<file path="config.mk">
export PLATFORM = sky130hd
export DESIGN_NAME = data_mem_controller_flat
export DESIGN_NICKNAME = d
export VERILOG_FILES = /design/src/rtl/data_mem_controller_if.sv /design/src/rtl/data_mem_controller.sv /design/src/flat_wrapper.sv
export SDC_FILE = /design/constraint.sdc
export NUM_CORES = 1
export LEC_CHECK = 0
export CAP_MARGIN = 30
export CORE_ASPECT_RATIO = 0.6
export CORE_MARGIN = 1
export CORE_UTILIZATION = 35
export CTS_CLUSTER_SIZE = 30
export DETAILED_ROUTE_END_ITERATION = 8
export GPL_TIMING_DRIVEN = 0
export PLACE_DENSITY_LB_ADDON = 0.2
export SYNTH_ARGS = -nofsm -noshare
export SYNTH_HDL_FRONTEND = slang
export SYNTH_SLANG_ARGS = --single-unit
</file>
<file path="constraint.sdc">
create_clock -name clk -period 3.3 [get_ports clk]
set_clock_uncertainty 0.2 [all_clocks]
set_input_delay 0.66 -clock clk [delete_from_list [all_inputs] [get_ports clk]]
set_output_delay 0.66 -clock clk [all_outputs]
set_load 0.01 [all_outputs]
</file>
<file path="src/rtl/data_mem_controller_if.sv">
// data_mem_controller_if
// Bundles the consumer-side (LSU) request/response signals and the
// channel-side external data-memory signals of the data memory controller.
//   master : controller view. Drives mem_* requests and consumer responses,
//            samples consumer requests and memory completions.
//   slave  : environment view (LSUs plus external memory).
// Multi-port fields are packed as [port][bits].
interface data_mem_controller_if #(
  parameter int ADDR_BITS     = 8,
  parameter int DATA_BITS     = 8,
  parameter int NUM_CONSUMERS = 4,
  parameter int NUM_CHANNELS  = 1
);
  // Consumer (LSU) side
  logic [NUM_CONSUMERS-1:0]                consumer_read_valid;
  logic [NUM_CONSUMERS-1:0][ADDR_BITS-1:0] consumer_read_address;
  logic [NUM_CONSUMERS-1:0]                consumer_read_ready;
  logic [NUM_CONSUMERS-1:0][DATA_BITS-1:0] consumer_read_data;
  logic [NUM_CONSUMERS-1:0]                consumer_write_valid;
  logic [NUM_CONSUMERS-1:0][ADDR_BITS-1:0] consumer_write_address;
  logic [NUM_CONSUMERS-1:0][DATA_BITS-1:0] consumer_write_data;
  logic [NUM_CONSUMERS-1:0]                consumer_write_ready;

  // External memory channel side
  logic [NUM_CHANNELS-1:0]                 mem_read_valid;
  logic [NUM_CHANNELS-1:0][ADDR_BITS-1:0]  mem_read_address;
  logic [NUM_CHANNELS-1:0]                 mem_read_ready;
  logic [NUM_CHANNELS-1:0][DATA_BITS-1:0]  mem_read_data;
  logic [NUM_CHANNELS-1:0]                 mem_write_valid;
  logic [NUM_CHANNELS-1:0][ADDR_BITS-1:0]  mem_write_address;
  logic [NUM_CHANNELS-1:0][DATA_BITS-1:0]  mem_write_data;
  logic [NUM_CHANNELS-1:0]                 mem_write_ready;

  modport master (
    input  consumer_read_valid, consumer_read_address,
    input  consumer_write_valid, consumer_write_address, consumer_write_data,
    output consumer_read_ready, consumer_read_data, consumer_write_ready,
    output mem_read_valid, mem_read_address,
    output mem_write_valid, mem_write_address, mem_write_data,
    input  mem_read_ready, mem_read_data, mem_write_ready
  );

  modport slave (
    output consumer_read_valid, consumer_read_address,
    output consumer_write_valid, consumer_write_address, consumer_write_data,
    input  consumer_read_ready, consumer_read_data, consumer_write_ready,
    input  mem_read_valid, mem_read_address,
    input  mem_write_valid, mem_write_address, mem_write_data,
    output mem_read_ready, mem_read_data, mem_write_ready
  );
endinterface

</file>
<file path="src/rtl/data_mem_controller.sv">
// data_mem_controller
// Arbitrates per-thread LSU load/store requests onto NUM_CHANNELS external
// data-memory channels. Each channel owns one consumer at a time, forwards
// its request to memory, then relays the completion back over a four-phase
// valid/ready handshake.
// Ports:
//   clk   : single clock
//   reset : synchronous, active-high; aborts all in-flight transactions
//   bus   : data_mem_controller_if.master (consumer and memory signals)
// Parameters: ADDR_BITS, DATA_BITS, NUM_CONSUMERS, NUM_CHANNELS,
//   WRITE_ENABLE (0 removes all write behaviour; write outputs stay 0).
module data_mem_controller #(
  parameter int ADDR_BITS     = 8,
  parameter int DATA_BITS     = 8,
  parameter int NUM_CONSUMERS = 4,
  parameter int NUM_CHANNELS  = 1,
  parameter bit WRITE_ENABLE  = 1'b1
) (
  input logic                  clk,
  input logic                  reset,
  data_mem_controller_if.master bus
);

  localparam int IDX_W = (NUM_CONSUMERS > 1) ? $clog2(NUM_CONSUMERS) : 1;

  typedef enum logic [2:0] {
    IDLE,
    READ_WAITING,
    WRITE_WAITING,
    READ_RELAYING,
    WRITE_RELAYING
  } state_t;

  state_t                                  state_q [NUM_CHANNELS];
  state_t                                  state_d [NUM_CHANNELS];
  logic [IDX_W-1:0]                        cur_q   [NUM_CHANNELS];
  logic [IDX_W-1:0]                        cur_d   [NUM_CHANNELS];
  logic [NUM_CONSUMERS-1:0]                serving_q, serving_d;

  logic [NUM_CHANNELS-1:0]                 mem_rd_vld_q,  mem_rd_vld_d;
  logic [NUM_CHANNELS-1:0][ADDR_BITS-1:0]  mem_rd_addr_q, mem_rd_addr_d;
  logic [NUM_CHANNELS-1:0]                 mem_wr_vld_q,  mem_wr_vld_d;
  logic [NUM_CHANNELS-1:0][ADDR_BITS-1:0]  mem_wr_addr_q, mem_wr_addr_d;
  logic [NUM_CHANNELS-1:0][DATA_BITS-1:0]  mem_wr_data_q, mem_wr_data_d;

  logic [NUM_CONSUMERS-1:0]                cons_rd_rdy_q,  cons_rd_rdy_d;
  logic [NUM_CONSUMERS-1:0][DATA_BITS-1:0] cons_rd_data_q, cons_rd_data_d;
  logic [NUM_CONSUMERS-1:0]                cons_wr_rdy_q,  cons_wr_rdy_d;

  // Write requests are masked out entirely when writes are disabled, so the
  // write states can never be entered.
  logic [NUM_CONSUMERS-1:0]                wr_req;
  // Consumers already owned, or claimed earlier in this cycle by a
  // lower-indexed channel.
  logic [NUM_CONSUMERS-1:0]                claimed;
  logic                                    found;

  assign wr_req = WRITE_ENABLE ? bus.consumer_write_valid : '0;

  // Next-state / output logic: channels are evaluated in index order so a
  // lower channel's claim hides that consumer from higher channels.
  always_comb begin
    state_d        = state_q;
    cur_d          = cur_q;
    serving_d      = serving_q;
    mem_rd_vld_d   = mem_rd_vld_q;
    mem_rd_addr_d  = mem_rd_addr_q;
    mem_wr_vld_d   = mem_wr_vld_q;
    mem_wr_addr_d  = mem_wr_addr_q;
    mem_wr_data_d  = mem_wr_data_q;
    cons_rd_rdy_d  = cons_rd_rdy_q;
    cons_rd_data_d = cons_rd_data_q;
    cons_wr_rdy_d  = cons_wr_rdy_q;
    claimed        = serving_q;
    found          = 1'b0;

    for (int c = 0; c < NUM_CHANNELS; c++) begin
      found = 1'b0;
      case (state_q[c])
        IDLE: begin
          for (int j = 0; j < NUM_CONSUMERS; j++) begin
            if (!found && !claimed[j] && (bus.consumer_read_valid[j] || wr_req[j])) begin
              found        = 1'b1;
              claimed[j]   = 1'b1;
              serving_d[j] = 1'b1;
              cur_d[c]     = IDX_W'(j);
              // Read takes priority when a consumer raises both.
              if (bus.consumer_read_valid[j]) begin
                mem_rd_vld_d[c]  = 1'b1;
                mem_rd_addr_d[c] = bus.consumer_read_address[j];
                state_d[c]       = READ_WAITING;
              end else begin
                mem_wr_vld_d[c]  = 1'b1;
                mem_wr_addr_d[c] = bus.consumer_write_address[j];
                mem_wr_data_d[c] = bus.consumer_write_data[j];
                state_d[c]       = WRITE_WAITING;
              end
            end
          end
        end
        READ_WAITING: begin
          if (bus.mem_read_ready[c]) begin
            mem_rd_vld_d[c]              = 1'b0;
            cons_rd_data_d[cur_q[c]]     = bus.mem_read_data[c];
            cons_rd_rdy_d[cur_q[c]]      = 1'b1;
            state_d[c]                   = READ_RELAYING;
          end
        end
        WRITE_WAITING: begin
          if (bus.mem_write_ready[c]) begin
            mem_wr_vld_d[c]              = 1'b0;
            cons_wr_rdy_d[cur_q[c]]      = 1'b1;
            state_d[c]                   = WRITE_RELAYING;
          end
        end
        READ_RELAYING: begin
          if (!bus.consumer_read_valid[cur_q[c]]) begin
            cons_rd_rdy_d[cur_q[c]]      = 1'b0;
            serving_d[cur_q[c]]          = 1'b0;
            state_d[c]                   = IDLE;
          end
        end
        WRITE_RELAYING: begin
          if (!wr_req[cur_q[c]]) begin
            cons_wr_rdy_d[cur_q[c]]      = 1'b0;
            serving_d[cur_q[c]]          = 1'b0;
            state_d[c]                   = IDLE;
          end
        end
        default: state_d[c] = IDLE;
      endcase
    end
  end

  // State and registered outputs; reset clears data outputs as well so the
  // bus is fully quiet after reset.
  always_ff @(posedge clk) begin
    if (reset) begin
      for (int c = 0; c < NUM_CHANNELS; c++) begin
        state_q[c] <= IDLE;
        cur_q[c]   <= '0;
      end
      serving_q      <= '0;
      mem_rd_vld_q   <= '0;
      mem_rd_addr_q  <= '0;
      mem_wr_vld_q   <= '0;
      mem_wr_addr_q  <= '0;
      mem_wr_data_q  <= '0;
      cons_rd_rdy_q  <= '0;
      cons_rd_data_q <= '0;
      cons_wr_rdy_q  <= '0;
    end else begin
      state_q        <= state_d;
      cur_q          <= cur_d;
      serving_q      <= serving_d;
      mem_rd_vld_q   <= mem_rd_vld_d;
      mem_rd_addr_q  <= mem_rd_addr_d;
      mem_wr_vld_q   <= mem_wr_vld_d;
      mem_wr_addr_q  <= mem_wr_addr_d;
      mem_wr_data_q  <= mem_wr_data_d;
      cons_rd_rdy_q  <= cons_rd_rdy_d;
      cons_rd_data_q <= cons_rd_data_d;
      cons_wr_rdy_q  <= cons_wr_rdy_d;
    end
  end

  assign bus.mem_read_valid       = mem_rd_vld_q;
  assign bus.mem_read_address     = mem_rd_addr_q;
  assign bus.mem_write_valid      = mem_wr_vld_q;
  assign bus.mem_write_address    = mem_wr_addr_q;
  assign bus.mem_write_data       = mem_wr_data_q;
  assign bus.consumer_read_ready  = cons_rd_rdy_q;
  assign bus.consumer_read_data   = cons_rd_data_q;
  assign bus.consumer_write_ready = cons_wr_rdy_q;

endmodule

</file>
<file path="src/flat_wrapper.sv">
// flat-port wrapper written by rule: the top's interface ports become plain ports
module data_mem_controller_flat 
#(
  parameter int ADDR_BITS     = 8,
  parameter int DATA_BITS     = 8,
  parameter int NUM_CONSUMERS = 4,
  parameter int NUM_CHANNELS  = 1,
  parameter bit WRITE_ENABLE  = 1'b1
)
  (clk, reset, bus_consumer_read_valid, bus_consumer_read_address, bus_consumer_write_valid, bus_consumer_write_address, bus_consumer_write_data, bus_consumer_read_ready, bus_consumer_read_data, bus_consumer_write_ready, bus_mem_read_valid, bus_mem_read_address, bus_mem_write_valid, bus_mem_write_address, bus_mem_write_data, bus_mem_read_ready, bus_mem_read_data, bus_mem_write_ready);
  data_mem_controller_if #(.ADDR_BITS(ADDR_BITS), .DATA_BITS(DATA_BITS), .NUM_CONSUMERS(NUM_CONSUMERS), .NUM_CHANNELS(NUM_CHANNELS)) bus_i ();
  input logic clk;
  input logic reset;
  input wire logic [$bits(bus_i.consumer_read_valid)-1:0] bus_consumer_read_valid;
  input wire logic [$bits(bus_i.consumer_read_address)-1:0] bus_consumer_read_address;
  input wire logic [$bits(bus_i.consumer_write_valid)-1:0] bus_consumer_write_valid;
  input wire logic [$bits(bus_i.consumer_write_address)-1:0] bus_consumer_write_address;
  input wire logic [$bits(bus_i.consumer_write_data)-1:0] bus_consumer_write_data;
  output wire logic [$bits(bus_i.consumer_read_ready)-1:0] bus_consumer_read_ready;
  output wire logic [$bits(bus_i.consumer_read_data)-1:0] bus_consumer_read_data;
  output wire logic [$bits(bus_i.consumer_write_ready)-1:0] bus_consumer_write_ready;
  output wire logic [$bits(bus_i.mem_read_valid)-1:0] bus_mem_read_valid;
  output wire logic [$bits(bus_i.mem_read_address)-1:0] bus_mem_read_address;
  output wire logic [$bits(bus_i.mem_write_valid)-1:0] bus_mem_write_valid;
  output wire logic [$bits(bus_i.mem_write_address)-1:0] bus_mem_write_address;
  output wire logic [$bits(bus_i.mem_write_data)-1:0] bus_mem_write_data;
  input wire logic [$bits(bus_i.mem_read_ready)-1:0] bus_mem_read_ready;
  input wire logic [$bits(bus_i.mem_read_data)-1:0] bus_mem_read_data;
  input wire logic [$bits(bus_i.mem_write_ready)-1:0] bus_mem_write_ready;
  assign bus_i.consumer_read_valid = bus_consumer_read_valid;
  assign bus_i.consumer_read_address = bus_consumer_read_address;
  assign bus_i.consumer_write_valid = bus_consumer_write_valid;
  assign bus_i.consumer_write_address = bus_consumer_write_address;
  assign bus_i.consumer_write_data = bus_consumer_write_data;
  assign bus_consumer_read_ready = bus_i.consumer_read_ready;
  assign bus_consumer_read_data = bus_i.consumer_read_data;
  assign bus_consumer_write_ready = bus_i.consumer_write_ready;
  assign bus_mem_read_valid = bus_i.mem_read_valid;
  assign bus_mem_read_address = bus_i.mem_read_address;
  assign bus_mem_write_valid = bus_i.mem_write_valid;
  assign bus_mem_write_address = bus_i.mem_write_address;
  assign bus_mem_write_data = bus_i.mem_write_data;
  assign bus_i.mem_read_ready = bus_mem_read_ready;
  assign bus_i.mem_read_data = bus_mem_read_data;
  assign bus_i.mem_write_ready = bus_mem_write_ready;
  data_mem_controller #(.ADDR_BITS(ADDR_BITS), .DATA_BITS(DATA_BITS), .NUM_CONSUMERS(NUM_CONSUMERS), .NUM_CHANNELS(NUM_CHANNELS), .WRITE_ENABLE(WRITE_ENABLE)) u_core (.clk(clk), .reset(reset), .bus(bus_i));
endmodule
</file>
[Yosys cells after proc, flatten, opt, wreduce, memory -nomap -nowiden]
Index checks and enable logic that the tools add are counted.
Word-level totals
  flip-flop bits (word level): 75
  output and inout port bits: 66
  logic and storage cells: 164
Operators by class
  order comparisons: 2
  equal/unequal tests: 13
  mux-type cells: 89
  bitwise operators: 6
  reductions and logical operators: 37
Operators with widths (number)
  $mux W8: 25
  $bwmux W32: 1
  $mux W1: 31
  $mux W3: 8
  $mux W4: 6
  $demux W8 S2: 1
  $mux W2: 8
  $pmux W4 S2: 2
  $reduce_and A4 Y1: 4
  $pmux W3 S5: 1
  $and A4 B4 Y4: 3
  $pmux W4 S3: 1
  $logic_and A1 B1 Y1: 8
  $ne A2 B1 Y1 const B: 4
  $ne A2 B2 Y1 const B: 4
  $or A4 B4 Y4: 2
  $reduce_and A2 Y1: 4
  $reduce_bool A2 Y1: 4
  $logic_not A1 Y1: 7
  $eq A3 B2 Y1 const B: 2
  $reduce_and A3 Y1: 2
  $ne A5 B1 Y1 const B: 1
  $reduce_and A5 Y1: 1
  $bmux W1 S2: 2
  other kinds (11): 15

[Depth between registers and ports, before layout]
  word-level depth: 19
  depth in mapped cells: 7
  depth with buffers taken out: 4

[Worst setup path before layout]
Ideal clock, no wire load.
  path kind: in2reg
  from: input port bus_consumer_read_valid[1]
  to: register u_core.mem_wr_addr_q (netlist bit u_core.bus.mem_write_address[0])
  arrival: 1.989 ns
  slack: 1.022 ns
  stages on the path: 7
  path buffers: 3
  cells stage by stage: or3b_1 buf_6 nand2b_4 buf_6 buf_6 a211o_1 a311oi_2
Between the ends
  cells in the longest elaborated chain, start to end: 13
Ends and longest elaborated chain
  start: declaration: line flat_wrapper.sv:14  | input wire logic [$bits(bus_i.consumer_read_valid)-1:0] bus_consumer_read_valid;
  $logic_or A1 B1 Y1: line data_mem_controller.sv:82  | if (!found && !claimed[j] && (bus.consumer_read_valid[j] || wr_req[j])) begin
  $logic_and A1 B1 Y1: line data_mem_controller.sv:82
  $mux W1: line data_mem_controller.sv:82
  $mux W1: line data_mem_controller.sv:79  | case (state_q[c])
  $logic_not A1 Y1: line data_mem_controller.sv:82
  $logic_and A1 B1 Y1 (2 in series): line data_mem_controller.sv:82
  $mux W1: line data_mem_controller.sv:82
  $mux W1: line data_mem_controller.sv:79
  $logic_not A1 Y1: line data_mem_controller.sv:82
  $logic_and A1 B1 Y1 (2 in series): line data_mem_controller.sv:82
  $mux W8 (*): line data_mem_controller.sv:82
  end signal: assignment: line data_mem_controller.sv:159  | mem_wr_addr_q <= mem_wr_addr_d;
  end: declaration: line data_mem_controller.sv:43  | logic [NUM_CHANNELS-1:0][ADDR_BITS-1:0] mem_wr_addr_q, mem_wr_addr_d;
Every way passes the cells marked *; elsewhere a longest branch is shown, timed or not. The select of a mux whose other input is x is not followed.
A chain may end at the register's enable or synchronous reset.

[Final worst setup path]
  from: input port bus_consumer_read_valid[2]
  to: register u_core.mem_wr_addr_q (netlist bit u_core.bus.mem_write_address[7])
Between the ends
  cells in the longest elaborated chain, start to end: 8
Ends and longest elaborated chain (line)
  $logic_or A1 B1 Y1: data_mem_controller.sv:82
  $logic_and A1 B1 Y1: data_mem_controller.sv:82
  $mux W1: data_mem_controller.sv:82
  $mux W1: data_mem_controller.sv:79
  $logic_not A1 Y1: data_mem_controller.sv:82
  $logic_and A1 B1 Y1 (2 in series): data_mem_controller.sv:82
  $mux W8 (*): data_mem_controller.sv:82
Marks and branches as above.

==> impl.org <==
** Clocking
- Source-to-sink clock delay at the later pin of the worst-skew pair :: 0.34 ns
- Cts bufs inserted :: 9
- The clock drives 75 sinks.
- Clock tree from TritonCTS :: yes
- Buffers from clock root to sink, at most :: 2
- The number of hold buffers added after CTS was 0.
- In this run the number of H-tree levels came out at 3.
- Post-cts gate resize count :: 0
- After clock tree synthesis, the setup repair step added 0 buffers.
- Clock transition at the registers of the reported paths :: 0.06 ns
- CTS Root Cell :: clkbuf_16

** Power and ir drop
- Dividing total power by cell area gives a power density of ~730 nW/µm².
- Overall power of the completed layout :: 4.75 mW
- The analysis attributes to cell leakage a power of 2.23 nW.
- Peak ir drop on the vdd network :: 0.396 mV

** Worst setup path
- Launch instance of the worst register-to-register path :: u_core.serving_q[0]
- Along the worst path, the maximum fanout reaches 10.
- The setup path with the least slack is of type in -> reg.
- Dominant cell type by count on the critical path :: buf_2
- Data on the critical path is required at its endpoint by between 3 and 4 ns.
- Worst R2R End :: u_core.bus.mem_write_address[7]
- Arrival time worst endpoint :: 3.00 ns
- The setup check on the worst reg-to-reg path leaves a slack of 0.87 ns.
- The slowest stage of the critical path is the clkdlybuf4s50_1 cell.
- Critical path cell sequence :: clkdlybuf4s50_1 -> o21bai_1 -> nand4_1 -> and2_1 -> buf_2 -> buf_2 -> a311oi_1
- The number of cells on the worst reg-to-reg path is 6.
- STA classifies the critical path startpoint as a primary input.
- For this run, the slowest stage of the critical path takes 0.52 ns.
- The worst setup path is captured at a register.

** Routing
- For this run, design rule violations remaining after detail routing come to 0.
- The routed layout has ~4700 vias.
- Routed Antenna Nets :: 0
- Iter 0 DRT Violations :: 374
- After detailed routing, the total wire length is about 16 mm.
- Avg Vias per Cell :: 5.59
- After detailed routing, the average wire length per cell comes to approximately 19 µm.
- The pre-antenna-repair detailed-routing pass consisted of 7 iterations.

** STA
- Setup repair after global routing left no endpoint under its margin.
- Final Worst Setup Slack :: 0.348 ns
- Crit path time final :: 2.95 ns
- Based on the critical path, the design can be clocked at up to 0.339 GHz.
- Hold_ws :: 0.258 ns
- Adding up every negative setup slack in the final design gives 0 ns.
- Max Slew Vio Count :: 0
- At the pin with the least slew margin, the transition time is 1.03 ns.
- Setup violations remaining at the end of the flow were counted as 0.
- Final worst-path cycle share :: roughly nine tenths
- The final number of hold-violating endpoints came to 0.
- Measured against its own limit, the worst slew margin works out to a little under a third.

** Finish
- From synthesis to final layout, the design area changed by 55.7%.
- Layout Nets :: 798
- Fill cells :: 1017
- The post-route netlist has 7.71% of its cells at a drive strength greater than 1.
- The repair_antennas step left the layout with diodes totalling 0.

** Yosys
- After synthesis, the cell types taking the most area are dfxtp_1 (36%), mux2i_1 (7.7%), nor3_1 (6.7%), nand2_1 (6.4%), a211o_1 (5.0%).
- Share of the synthesized area in the top cell type :: 36.0%
- Number of enable flip-flop cells after synthesis :: 0
- Main synth FF type :: dfxtp_1
- A synthesized cell averages 8.52 µm².
- Synth Warn # :: 0
- For this run, asynchronously set or reset flops after synthesis account for 0%.
- Number of flip-flops and latches in the synthesized netlist :: 75
- Post-synthesis instance area :: 4170 µm²
- Net count after synthesis :: 606
- Summing the sequential cell areas from Yosys gives 36.0% of the chip area.
- Sorting the synthesized cells by how often they occur yields dfxtp_1 (75), nand2_1 (71), nor3_1 (56).
- Summed over all instances, the cell type with the most area after synthesis is dfxtp_1.
- Cell with the most instances after synthesis :: dfxtp_1
- The number of different library cells used by synthesis comes to 51.
- Cell count after synthesis :: 490

** Floorplan
- Once the floorplan was initialized, standard cells occupied about 36% of the core.
- Number of ports placed on the die boundary :: ~180
- After floorplanning, the core was divided into 30 placement rows.
- The region available for standard cell placement spans 11400 µm².
- The floorplan step set the die height to 86.6 µm.
- The floorplan step set the die width to 143 µm.
- The floorplan step defined a die boundary enclosing 12400 µm².

** Global route
- Tot GR Track Use :: between 20 and 30%
- Global routing consumed, on the met2 layer, 38.2% of the routing resources.
- Pin count of the biggest net entering global routing :: 13
- First-pass GRT wire length :: 24.6 mm
- The via count of the first global-routing pass was 4594.
- After global routing, the most crowded layer is met2.
- Remaining Overflow, GRT :: 0
- For met1 alone, demand over resource in global routing was 37.2%.
- For met3 alone, demand over resource in global routing was 6.69%.
- The initial antenna violation count came to 0.

** Min path
- Type of the most critical hold path :: reg -> reg
- Along the worst hold path, the cell count comes to 2.
- The path with the worst hold slack has its endpoint at u_core.bus.consumer_read_data[15].
- Hold Startpoint :: u_core.bus.consumer_read_data[15]

** Flow run
- Number of maximum-capacitance violations :: 0

** Run status
- Status :: finished clean

** Placed design
- Post-placement worst setup slack :: roughly 0.075 ns
- Routability-driven placement finished with a final weighted congestion of between 0.9 and 1.
- Dpl hpwl :: 12.1 mm
- Input and output buffers added on the ports amount to roughly 180.
[cell families after synthesis]
kind of cell	after synthesis	synth area share (%)
buffers and inverters	47	5.46
DFF	75	36.0
muxes	34	8.85
and+or+nand+nor	184	21.6
AOI/OAI and AO/OA	150	28.1
[stage by stage]
| step | instance area [µm²] | cells | utilization [%] |
|---|---|---|---|
| after floorplan | 4170 | 490 | - |
| after global placement | 6180 | 831 | 54.0 |
| after detailed placement | 6180 | 831 | 54.0 |
| after CTS | 6500 | 847 | 56.8 |
| after global routing | 6500 | 847 | 56.8 |
| final | 6500 | 847 | 56.8 |
[worst max-delay path: cells and delay by family]
kind	cells	cell delay (ns)
buffers and inverters	3	0.95
and+or+nand+nor	2	0.76
AOI/OAI and AO/OA	2	0.62
[report_power, final]
part | leakage (nW) | switching [mW] | internal, mW | total [mW]
combinational | 1.46 | 1.27 | 1.09 | 2.36
clock | 0.155 | 0.393 | 0.645 | 1.04
sequential | 0.612 | 0.206 | 1.15 | 1.36
[worst max-delay path by stage]
stage                                     startpoint                               to  slack (ns)  cells after the start
after floorplan           bus_consumer_read_valid[1]  u_core.bus.mem_write_address[0]        1.02                      7
after global placement    bus_consumer_read_valid[2]  u_core.bus.mem_write_address[7]        0.14                      7
after detailed placement  bus_consumer_read_valid[2]  u_core.bus.mem_write_address[2]        0.07                      7
after CTS                 bus_consumer_read_valid[2]  u_core.bus.mem_write_address[7]        0.40                      7
after global routing      bus_consumer_read_valid[2]  u_core.bus.mem_write_address[7]        0.18                      7
final                     bus_consumer_read_valid[2]  u_core.bus.mem_write_address[7]        0.35                      7
[cell usage in the layout, fill, tap and decap left out, types with 3 or more instances in the layout]
| cell | n |
|---|---|
| buf_4 | 5 |
| buf_6 | 3 |
| o21bai_1 | 20 |
| mux2i_1 | 32 |
| o21ba_2 | 3 |
| nor2_1 | 24 |
| clkbuf_1 | 23 |
| o41ai_1 | 4 |
| inv_1 | 6 |
| clkbuf_8 | 3 |
| clkdlybuf4s50_1 | 181 |
| a21oi_1 | 40 |
| a311oi_1 | 8 |
| nor2b_1 | 4 |
| nor3b_1 | 3 |
| nor3_1 | 56 |
| a211oi_1 | 15 |
| a211o_1 | 24 |
| dfxtp_1 | 75 |
| o21ai_0 | 5 |
| buf_2 | 8 |
| a2111oi_1 | 7 |
| nand2b_1 | 7 |
| nand2_1 | 71 |
| a311oi_2 | 10 |
| a31oi_1 | 4 |
| clkbuf_16 | 9 |
| o31ai_1 | 3 |
[area by class of cell]
type / count / area [µm²] / share of cell area (%)
Timing Repair Buffer: 181 / 1810 / 27.9
Multi-Input combinational cell: 368 / 2440 / 37.6
Buffer: 41 / 205 / 3.16
Sequential cell: 75 / 1500 / 23.1
Clock buffer: 12 / 267 / 4.10
Tap cell: 160 / 200 / 3.08
Clock inverter: 4 / 47.5 / 0.732
Inverter: 6 / 22.5 / 0.347
[layer usage]
layer	vias up	part of all wire (%)
met2	242	42
met1	2260	48
met4	0	0.83
met3	14	9.4
met5	-	0
li1	2217	-
Power figures use the tool's default switching activity.
